$ cat src/rtl/fpu_arb_pkg.sv
// rtl/fpu_arb_pkg.sv - shared types and constants for the FPU arbiter
package fpu_arb_pkg;

  localparam int DATA_W = 32;
  localparam int CNT_W  = 16;
  localparam logic [DATA_W-1:0] TIMEOUT_NAN = 32'h7FC0_0000;

  typedef enum logic [1:0] {
    IDLE  = 2'd0,
    ISSUE = 2'd1,
    WAIT  = 2'd2,
    RESP  = 2'd3
  } state_e;

endpackage

$ cat src/rtl/fpu_arbiter_rr_pick.sv
// rtl/fpu_arbiter_rr_pick.sv - combinational round-robin picker
module rr_pick #(
  parameter int NREQ  = 4,
  parameter int IDX_W = (NREQ > 1) ? $clog2(NREQ) : 1
) (
  input  logic [NREQ-1:0]  req,
  input  logic [IDX_W-1:0] last,
  output logic [NREQ-1:0]  gnt,
  output logic [IDX_W-1:0] gnt_idx,
  output logic             any
);

  logic [IDX_W-1:0] cand;

  // Scan from last+1 upward with wraparound; the first active request wins.
  always_comb begin
    gnt     = '0;
    gnt_idx = '0;
    any     = 1'b0;
    cand    = '0;
    for (int i = 1; i <= NREQ; i++) begin
      cand = IDX_W'((int'(last) + i) % NREQ);
      if (!any && req[cand]) begin
        any       = 1'b1;
        gnt_idx   = cand;
        gnt[cand] = 1'b1;
      end
    end
  end

endmodule

$ cat src/rtl/fpu_arbiter.sv
// rtl/fpu_arbiter.sv - round-robin sharing of one FPU unit; FPU_ARB_TIMEOUT_EN adds a wait watchdog
module fpu_arbiter
  import fpu_arb_pkg::*;
#(
  parameter int NREQ    = 4,
  parameter int TIMEOUT = 16
) (
  input  logic                   clk,
  input  logic                   reset,
  input  logic [NREQ-1:0]        req_valid,
  input  logic [DATA_W*NREQ-1:0] req_op,
  output logic [NREQ-1:0]        req_ready,
  output logic [NREQ-1:0]        resp_valid,
  output logic [DATA_W-1:0]      resp_result,
  output logic                   resp_err,
  output logic                   busy,
  output logic [DATA_W-1:0]      unit_op,
  output logic                   unit_start,
  input  logic                   unit_valid,
  input  logic [DATA_W-1:0]      unit_result
);

  localparam int IDX_W = (NREQ > 1) ? $clog2(NREQ) : 1;

  if (NREQ < 2 || NREQ > 8 || TIMEOUT < 1) begin : g_bad_cfg
    $error("fpu_arbiter: NREQ must be 2..8 and TIMEOUT at least 1");
  end

  state_e           state;
  logic [IDX_W-1:0] grant;
  logic [IDX_W-1:0] last;
  logic [NREQ-1:0]  pick_gnt;
  logic [IDX_W-1:0] pick_idx;
  logic             pick_any;
  logic [DATA_W-1:0] op_sel;

  rr_pick #(
    .NREQ  (NREQ),
    .IDX_W (IDX_W)
  ) u_pick (
    .req     (req_valid),
    .last    (last),
    .gnt     (pick_gnt),
    .gnt_idx (pick_idx),
    .any     (pick_any)
  );

  assign op_sel     = req_op[int'(pick_idx)*DATA_W +: DATA_W];
  assign req_ready  = (state == IDLE) ? pick_gnt : '0;
  assign unit_start = (state == ISSUE);
  assign busy       = (state != IDLE);
  assign resp_valid = (state == RESP) ? (NREQ'(1) << grant) : '0;

`ifdef FPU_ARB_TIMEOUT_EN
  logic [CNT_W-1:0] wait_cnt;
  logic             timeout_hit;

  assign timeout_hit = (state == WAIT) && !unit_valid &&
                       (wait_cnt == CNT_W'(TIMEOUT - 1));

  // Watchdog: count idle WAIT cycles and flag the response when it expires.
  always_ff @(posedge clk) begin
    if (reset) begin
      wait_cnt <= '0;
      resp_err <= 1'b0;
    end else if (state == ISSUE) begin
      wait_cnt <= '0;
    end else if (state == WAIT) begin
      if (unit_valid) begin
        resp_err <= 1'b0;
      end else begin
        wait_cnt <= wait_cnt + CNT_W'(1);
        if (timeout_hit) resp_err <= 1'b1;
      end
    end
  end
`else
  assign resp_err = 1'b0;
`endif

  // Main sequencer: accept, issue, wait for the unit, respond.
  always_ff @(posedge clk) begin
    if (reset) begin
      state       <= IDLE;
      grant       <= '0;
      last        <= IDX_W'(NREQ - 1);
      unit_op     <= '0;
      resp_result <= '0;
    end else begin
      case (state)
        IDLE: begin
          if (pick_any) begin
            unit_op <= op_sel;
            grant   <= pick_idx;
            last    <= pick_idx;
            state   <= ISSUE;
          end
        end
        ISSUE: state <= WAIT;
        WAIT: begin
          if (unit_valid) begin
            resp_result <= unit_result;
            state       <= RESP;
          end
`ifdef FPU_ARB_TIMEOUT_EN
          else if (timeout_hit) begin
            resp_result <= TIMEOUT_NAN;
            state       <= RESP;
          end
`endif
        end
        RESP:    state <= IDLE;
        default: state <= IDLE;
      endcase
    end
  end

endmodule

$ cat config.mk
export PLATFORM = sky130hd
export DESIGN_NAME = fpu_arbiter
export DESIGN_NICKNAME = d
export VERILOG_FILES = /design/src/rtl/fpu_arb_pkg.sv /design/src/rtl/fpu_arbiter_rr_pick.sv /design/src/rtl/fpu_arbiter.sv
export SDC_FILE = /design/constraint.sdc
export NUM_CORES = 1
export LEC_CHECK = 0
export ABC_AREA = 1
export CELL_PAD_IN_SITES_DETAIL_PLACEMENT = 1
export CELL_PAD_IN_SITES_GLOBAL_PLACEMENT = 1
export CORE_MARGIN = 1.5
export CORE_UTILIZATION = 28
export CTS_BUF_LIST = sky130_fd_sc_hd__clkbuf_8
export DETAILED_ROUTE_END_ITERATION = 10
export GPL_TIMING_DRIVEN = 0
export HOLD_SLACK_MARGIN = 0.12
export PLACE_DENSITY = 0.93
export SYNTH_ARGS = -nofsm -noshare
export SYNTH_HDL_FRONTEND = slang
export SYNTH_SLANG_ARGS = --single-unit
$ cat constraint.sdc
create_clock -name clk -period 7.2 [get_ports clk]
set_clock_uncertainty 0.1 [all_clocks]
set_input_delay 0.72 -clock clk [delete_from_list [all_inputs] [get_ports clk]]
set_output_delay 0.72 -clock clk [all_outputs]
set_load 0.02 [all_outputs]
# ---- Yosys cells after proc, flatten, opt, wreduce, memory -nomap -nowiden
# Cells that the tools add are included.
dict set report totals {
  regBits 70
  inputBits 167
  out_inout_bits 75
  word_cells 75
}
dict set report classes {
  addsub 4
  magnitude_cmp 8
  n_eq_ne 5
  shift 2
  mux 33
  bitwise 3
  n_reduce_logical 15
}
# op count
set op_table {}
lappend op_table {{128-bit by 8-bit variable part select with 32-bit output} 1}
lappend op_table {{4-bit 2-to-1 mux} 6}
lappend op_table {{2-bit by 3-bit < comparator with 1-bit output (second input constant)} 4}
lappend op_table {{1-bit 2-to-1 mux} 12}
lappend op_table {{2-bit 2-to-1 mux} 6}
lappend op_table {{4-bit OR} 3}
lappend op_table {{1-bit binary-select mux with 2-bit select} 4}
lappend op_table {{1-bit demux with 2-bit select} 4}
lappend op_table {{2-bit by 1-bit >= comparator with 1-bit output (second input constant)} 4}
lappend op_table {{2-bit case mux with 4 select lines} 1}
lappend op_table {{1-bit logical AND} 7}
lappend op_table {{2-bit AND reduction} 3}
lappend op_table {{2-bit by 1-bit adder with 2-bit output (second input constant)} 2}
lappend op_table {{2-bit adder (second input constant)} 2}
lappend op_table {{2-bit == test (second input constant)} 2}
lappend op_table {{2-bit inequality test (second input constant)} 2}
lappend op_table {{1-bit by 2-bit left shift with 4-bit output (first input constant)} 1}
lappend op_table {{1-bit zero test} 3}
lappend op_table {{2-bit by 1-bit == test with 1-bit output (second input constant)} 1}
lappend op_table {{2-bit zero test} 1}
lappend op_table {{2-bit nonzero test} 1}

# ---- Longest topological paths before layout
# Gate-level depths: netlist of the first run.
dict set report depth {
  word_depth 15
  mapped_depth 17
}

# ---- Cells and area by module
# From an unflattened synthesis of the first run, not the netlist that was laid out.
dict set report unflattened {
  hier_cells 620
  hier_area_um2 4050.1
}
# module instances cells_per_inst area_each_um2
set by_module_without_submodules {}
lappend by_module_without_submodules {fpu_arbiter 1 546 3592.2}
lappend by_module_without_submodules {rr_pick 1 74 457.9}

# ---- Worst setup path after synthesis of the first run
# No wires, ideal clock.
dict set report synth_path {
  kind {register -> output}
  startpoint {register last[1]}
  endpoint {output port req_ready[0]}
  arrival_ns 1.896
  t_required_ns 6.380
  setup_slack_ns 4.484
  path_stages_with_launch 11
  n_path_buf 0
  path_cell_list {dfxtp_1 inv_1 ha_1 inv_1 nand2_2 nand2_4 nor2_8 nand3_1 o21ai_0 nand2_1 inv_1}
}
dict set report synth_between {
  elab_chain_cells 14
  elab_cells_between_ends 49
}
# element line
set synth_lines {}
lappend synth_lines {{start: declaration} fpu_arbiter.sv:31} ;# logic [IDX_W-1:0] last;
lappend synth_lines {{start signal: assignment} fpu_arbiter.sv:86} ;# last <= IDX_W'(NREQ - 1);
lappend synth_lines {{start signal: assignment} fpu_arbiter.sv:95} ;# last <= pick_idx;
lappend synth_lines {{parallel branches: the longest is 12 deep, another holds 2-bit by 3-bit < comparator with 1-bit output} --}
lappend synth_lines {{4-bit 2-to-1 mux *} fpu_arbiter_rr_pick.sv:23} ;# if (!any && req[cand]) begin
lappend synth_lines {{4-bit 2-to-1 mux *} fpu_arbiter.sv:49} ;# assign req_ready = (state == IDLE) ? pick_gnt : '0;
lappend synth_lines {{end: declaration} fpu_arbiter.sv:12} ;# output logic [NREQ-1:0] req_ready,
# Every way passes the cells marked *. The select of a mux whose other input is x is not followed.

# ---- Worst setup path after layout of the first run
dict set report layout_path {
  startpoint {register last[1]}
  endpoint {output port req_ready[1]}
}
# The elaborated chain is that of the path after synthesis.

==> impl_results.md, run 1 <==
* Status: completed
* Fin. max-slew vios at 0
* Vias in the first global route at 5,905
* Synth top area share at 30.8%
* Syn Inst Count at 749
* Buffers on Ports at 239
* GR Util All Layers at 21.7%
* Die H at 131 µm
* Slew @ Worst Pin at 559 ps
* Routed via count at 5,655
* Vias per inst at 4.64
* WS Path Type: flop to output port
* Netlist cell types at 32
* Share of layout cells above drive strength 1 at 6.18%
* Fin. Hold Viols at 0
* Fmax at 243 MHz
* Comb pwr share at 73.6%
* Worst hold path type: flop to flop
* Number of max-cap violations at 0
* Reg power frac at 17.1%
* Clock root cell: clkbuf_8
* Period Utilization, post-route at 57.3%
* Clock tree from TritonCTS: built
* Number of setup buffers added after CTS at 0
* Core ar. at 15,900 µm²
* YS warnings at 0
* Global route total overflow at 0
* Antenna viol nets, final at 0
* Clock share of power at 9.3%
* Diode count at 0
* Minimum clock period at 4120 ps
* Starting Density at 28.7%
* Arrival @ worst endpoint at 3300 ps
* Power Total at 3.37 mW
* Worst vdd ir at 0.000149 V
* Initial DRC count at 197
* Cell taking the most area after synthesis: dfxtp_1
* Startpoint Class: flop
* # rows at 46
* Top post-synthesis cells by area: dfxtp_1 (31%), nand2_1 (13%), nor2_1 (12%)
* Wire per inst at 15.3 µm
* Clk sinks at 70
* WP data required at 6380 ps
* Pleak at 3.41 nW
* PwrDens at 456 nW/µm²
* Bufs on Longest Clock Path at 2
* Die area at 17,000 µm²
* Cells resized by post-CTS repair at 0
* Initial antenna violation count at 0
* Mean area per synthesized cell at 6.08 µm²
* Sw Share at 53.8%
* Final setup vio count at 0
* Clk Latency, worst-skew pair at 360 ps
* CTS buffer count at 9
* Total negative slack at 0 ps
* Max H-tree Level at 3
* Area grow syn2layout at 62.6%
* RSZ-0062 raised after global routing: false
* P_sw at 1.81 mW
* Reg clk slew, reported paths at 90 ps
* Sequential element share of the synthesized area at 30.8%
* Max_slew headroom at 62.7%
* Num ports at 242
* Post-DP HPWL at 14,900 µm
* Nets at 1,178
* Netlist area before placement at 4550 µm²
* Router iterations before antenna repair at 4
* First-pass GRT wire length at 28,700 µm
* Largest net degree at the start of global routing at 16
* WL final at 18,700 µm
* CP Max Fanout at 9
* Horiz. Die Dim at 131 µm
* Net Count, Synth at 928
* Crit end category: output port
* FF+latch count, synth at 70
* P_int at 1.56 mW
* DRC errors left at 0
* Placer Congestion at 0.872
* Cts hold-fix bufs at 0
## routing by layer
layer / global-route usage [%] / share of wire, % / wire length (µm)
met1: 24.0 / 41 / 7620
met2: 40.3 / 50 / 9440
met3: 5.33 / 6.6 / 1230
met4: 7.69 / 2.2 / 405
met5: 0 / 0 / 0
## power by group through the flow
stage                     combinational [mW]  clock [mW]  sequential (mW)
after floorplan                         1.51           0            0.697
after global placement                  2.42           0            0.577
after detailed placement                2.49           0            0.586
after CTS                               2.50       0.330            0.578
after global routing                    2.76       0.345            0.590
final                                   2.48       0.315            0.576
## area by class of cell
type                       instances  area (µm²)
fill                            2098        8490
multi-input combinational        520        2470
timing repair buffer             239        2390
sequential                        70        1400
inverter                         116         438
tap                              216         270
buffer                            43         244
clock buffer                       9         124
clock inverter                     7        61.3
## cells in the mapped netlist, drive strengths merged
master,instances
a21oi,21
a22oi,1
a31oi,4
buf,24
clkbuf,19
conb,1
dfxtp,70
ha,12
inv,116
nand2,168
nand3,79
nand4,34
nor2,150
nor3,4
o211ai,2
o21ai,43
o22ai,1
## worst paths after layout
check	from	to	slack (ps)	depth (start not counted)
max	last[1]$_SDFFE_PP1P_	req_ready[1]	3080	11
min	resp_result[22]$_SDFFE_PP0P_	resp_result[22]$_SDFFE_PP0P_	390	2
max reg2reg	last[1]$_SDFFE_PP1P_	unit_op[5]$_SDFFE_PP0P_	3860	13
min reg2reg	resp_result[22]$_SDFFE_PP0P_	resp_result[22]$_SDFFE_PP0P_	390	2
## state kept, by name, indices dropped and copies added (netlist names)
| signal | cells |
|---|---|
| grant | 2 |
| last | 2 |
| resp_result | 32 |
| state | 2 |
| unit_op | 32 |
## through the flow
stage	util [%]	area (µm²)	instances	setup WS, ps	hold WS (ps)
global route	46.6	7400	1220	2780	415
CTS	46.6	7400	1220	3060	396
global placement	45.4	7210	1204	3490	360
floorplan	-	4550	749	4480	372
finish	46.6	7400	1220	3080	390
detailed placement	45.4	7210	1204	3500	375
## cells in the final DEF (no fill, tap or decap), drive strengths merged
cell type	instances
clkdlybuf4s50	239
nand2	168
nor2	150
inv	120
nand3	79
dfxtp	70
o21ai	43
nand4	34
clkbuf	28
buf	24
a21oi	21
ha	12
nor3	4
a31oi	4
o211ai	2
clkinvlp	2
a22oi	1
o22ai	1
conb	1
clkinv	1
## logic make-up after synthesis
group           Yosys count  synth area share (%)
flops                    70                  30.8
buf+inv                 159                  15.0
fa+ha+maj                12                  3.30
compound gates           72                  8.71
simple gates            435                  42.1
other cells               1                0.0824
## worst max-delay path, cell delays in order (launching register included)
cell and delay [ps]:
dfxtp_1 560, inv_1 270, ha_1 470, inv_1 110, nand2_2 110, nand2_4 90, nor2_8 210, nand3_1 170
o21ai_0 200, nand2_1 80, inv_1 60, clkdlybuf4s50_1 610
Power figures use the tool's default switching activity.
==> inputs of run 2 (changes only) <==
--- a/config.mk
+++ b/config.mk
@@ -9,12 +9,12 @@
 export CELL_PAD_IN_SITES_DETAIL_PLACEMENT = 1
 export CELL_PAD_IN_SITES_GLOBAL_PLACEMENT = 1
 export CORE_MARGIN = 1.5
-export CORE_UTILIZATION = 28
+export CORE_UTILIZATION = 24
 export CTS_BUF_LIST = sky130_fd_sc_hd__clkbuf_8
 export DETAILED_ROUTE_END_ITERATION = 10
 export GPL_TIMING_DRIVEN = 0
 export HOLD_SLACK_MARGIN = 0.12
-export PLACE_DENSITY = 0.93
+export PLACE_DENSITY = 0.85
 export SYNTH_ARGS = -nofsm -noshare
 export SYNTH_HDL_FRONTEND = slang
 export SYNTH_SLANG_ARGS = --single-unit
==> constraint.sdc (replaced) <==
create_clock -name clk -period 3.4 [get_ports clk]
set_clock_uncertainty 0.1 [all_clocks]
set_input_delay 0.34 -clock clk [delete_from_list [all_inputs] [get_ports clk]]
set_output_delay 0.34 -clock clk [all_outputs]
set_load 0.02 [all_outputs]
==> impl_results.md, run 2 (same netlist as run 1, synthesis figures left out) <==
* Bufs on Longest Clock Path at 2 (unchanged)
* GR Util All Layers at 18.9% (-2.8 points)
* Worst vdd ir at 0.000345 V (+130%)
* Share of layout cells above drive strength 1 at 6.67% (+0.50 points)
* Placed inst area at 7240 µm² (+0.31%)
* Die H at 141 µm (+7.8%)
* Total negative slack at 0 ps (unchanged)
* Vias per inst at 4.55 (-1.9%)
* Most used cell, CP: inv_1
* Antenna viol nets, final at 0 (unchanged)
* WS Path Type: flop to output port
* Number of setup buffers added after CTS at 0 (unchanged)
* Largest net degree at the start of global routing at 15 (-1)
* Clk Latency, worst-skew pair at 360 ps (about the same)
* Vias in the first global route at 5,732 (-2.9%)
* Power Total at 7.26 mW (+120%)
* CTS buffer count at 9 (unchanged)
* WL final at 18,800 µm (+0.29%)
* Max H-tree Level at 3 (unchanged)
* Horiz. Die Dim at 141 µm (+7.8%)
* Delay-heaviest family, CP: buffers and inverters
* Max_slew headroom at 60.6% (-2.2 points)
* Pleak at 3.44 nW (+0.80%)
* Worst hold path type: flop to flop
* Final setup vio count at 0 (unchanged)
* Minimum clock period at 3150 ps
* Cells on Worst Hold Path at 2 (unchanged)
* Hold slack at 386 ps (-4.23 ps)
* Slowest CP cell: dfxtp_1
* Number of max-cap violations at 0 (unchanged)
* # rows at 50 (+8.7%)
* Slew @ Worst Pin at 592 ps (+32.4 ps)
* Reg2Reg Depth at 14 (+1)
* Startpoint Class: flop
* Crit end category: output port
* PwrDens at 975 nW/µm² (+110%)
* CP Max Fanout at 11 (+2)
* DRC errors left at 0 (unchanged)
* WP buf/inv at 5 (+1)
* Arrival @ worst endpoint at 2710 ps (-590 ps)
* Crit-path cells: buf_4, inv_4, ha_1, inv_1, nand2_2, nand2_4, nor2_8, nand3_1, o21ai_0, nand2_1, inv_1, clkbuf_2
* Reg clk slew, reported paths at 90 ps (about the same)
* Period Utilization, post-route at 92.8%
* Critical Path Max Stage Delay at 440 ps (-170 ps)
* Initial antenna violation count at 0 (unchanged)
* Fin. Hold Viols at 0 (unchanged)
* Regs by FF count: resp_result (32), unit_op (32)
* Num ports at 242 (unchanged)
* WP data required at 2960 ps (-3420 ps)
* Buffers on Ports at 239 (unchanged)
* Nets at 1,178 (unchanged)
* Placer Congestion at 0.858 (-1.7%)
* RSZ-0062 raised after global routing: false
* Status: completed
* Initial DRC count at 225 (+14%)
* Clock root cell: clkbuf_8
* Fmax at 317 MHz
* Die area at 19,800 µm² (+16%)
* Routed via count at 5,630 (-0.44%)
* Crit path depth at 12 (+1)
* Wire per inst at 15.2 µm (-1.2%)
* Router iterations before antenna repair at 4 (unchanged)
* # fillers at 2,388 (+14%)
* First-pass GRT wire length at 29,600 µm (+3.1%)
* Non-Filler Cell Area, Final at 7450 µm² (+0.64%)
* Post-DP HPWL at 14,800 µm (-0.47%)
* Global route total overflow at 0 (unchanged)
* Core ar. at 18,600 µm² (+17%)
* Diode count at 0 (unchanged)
* Commonest non-fill, non-tap cell in the layout: clkdlybuf4s50_1
* Most frequent cells in the layout: clkdlybuf4s50_1 (235), nand2_1 (156), nor2_1 (146)
* Fin. max-slew vios at 0 (unchanged)
* Clk sinks at 70 (unchanged)
* Area grow syn2layout at 63.6%
* Clock tree from TritonCTS: built
* Starting Density at 24.4% (-4.2 points)
run 2: cell count changes in the layout (fill, tap and decap cells not counted):
cell | before | now
clkinvlp_4 | 2 | 1
clkdlybuf4s50_1 | 239 | 235
dfxtp_2 | 0 | 1
dfxtp_1 | 70 | 69
bufinv_16 | 0 | 2
clkbuf_2 | 0 | 4
inv_6 | 3 | 2
run 2: stage by stage:
stage / utilization [%] / cells / worst slack [ps]
final: 39.9 / 1238 / 245
after global routing: 39.9 / 1238 / 24.1
after CTS: 40.0 / 1238 / 20.0
after detailed placement: 38.8 / 1222 / 60.2
after global placement: 38.8 / 1222 / 91.2
after floorplan: - / 749 / 988
run 2: timing repair:
| item | CTS | global route |
|---|---|---|
| cloned | 0 | 0 |
| gates resized for setup | 5 | 8 |
| hold buffers | 0 | 0 |
| setup endpoints to repair | 4 | 4 |
run 2: power breakdown:
part           switching, mW  total (mW)  internal (mW)
clock                  0.381       0.805          0.425
combinational           3.32        5.23           1.91
sequential             0.147        1.22           1.08
total                   3.85        7.26           3.42
run 2: final cells by class:
| type | count | area, µm² | share of cell area, % |
|---|---|---|---|
| well taps | 234 | 293 | 3.93 |
| repair buffers | 239 | 2370 | 31.9 |
| multi-input cells | 520 | 2470 | 33.1 |
| clock inverters | 7 | 105 | 1.41 |
| plain buffers | 43 | 244 | 3.28 |
| clock buffers | 9 | 124 | 1.66 |
| inverters | 116 | 438 | 5.88 |
| flip-flops and latches | 70 | 1400 | 18.8 |
run 2: final timing paths:
check	to	start	slack [ps]
worst max-delay path	req_ready[0]	last[0]$_SDFFE_PP1P_	250
worst min register to register	resp_result[19]$_SDFFE_PP0P_	resp_result[19]$_SDFFE_PP0P_	390
worst max register to register	unit_op[6]$_SDFFE_PP0P_	last[0]$_SDFFE_PP1P_	280
worst min-delay path	resp_result[19]$_SDFFE_PP0P_	resp_result[19]$_SDFFE_PP0P_	390
run 2: routing by layer:
metal | GRT usage, % | vias to the layer above | share of wire [%]
met4 | 5.43 | 0 | 2.1
li1 | - | 2838 | -
met2 | 33.2 | 172 | 49
met3 | 5.10 | 24 | 6.4
met1 | 22.6 | 2596 | 43
met5 | 0 | - | 0
run 2: tightest hold or removal path, delay by kind of cell (launching register included):
kind,cells,cell delay (ps)
flip-flops,1,330
AND/OR/NAND/NOR,2,130
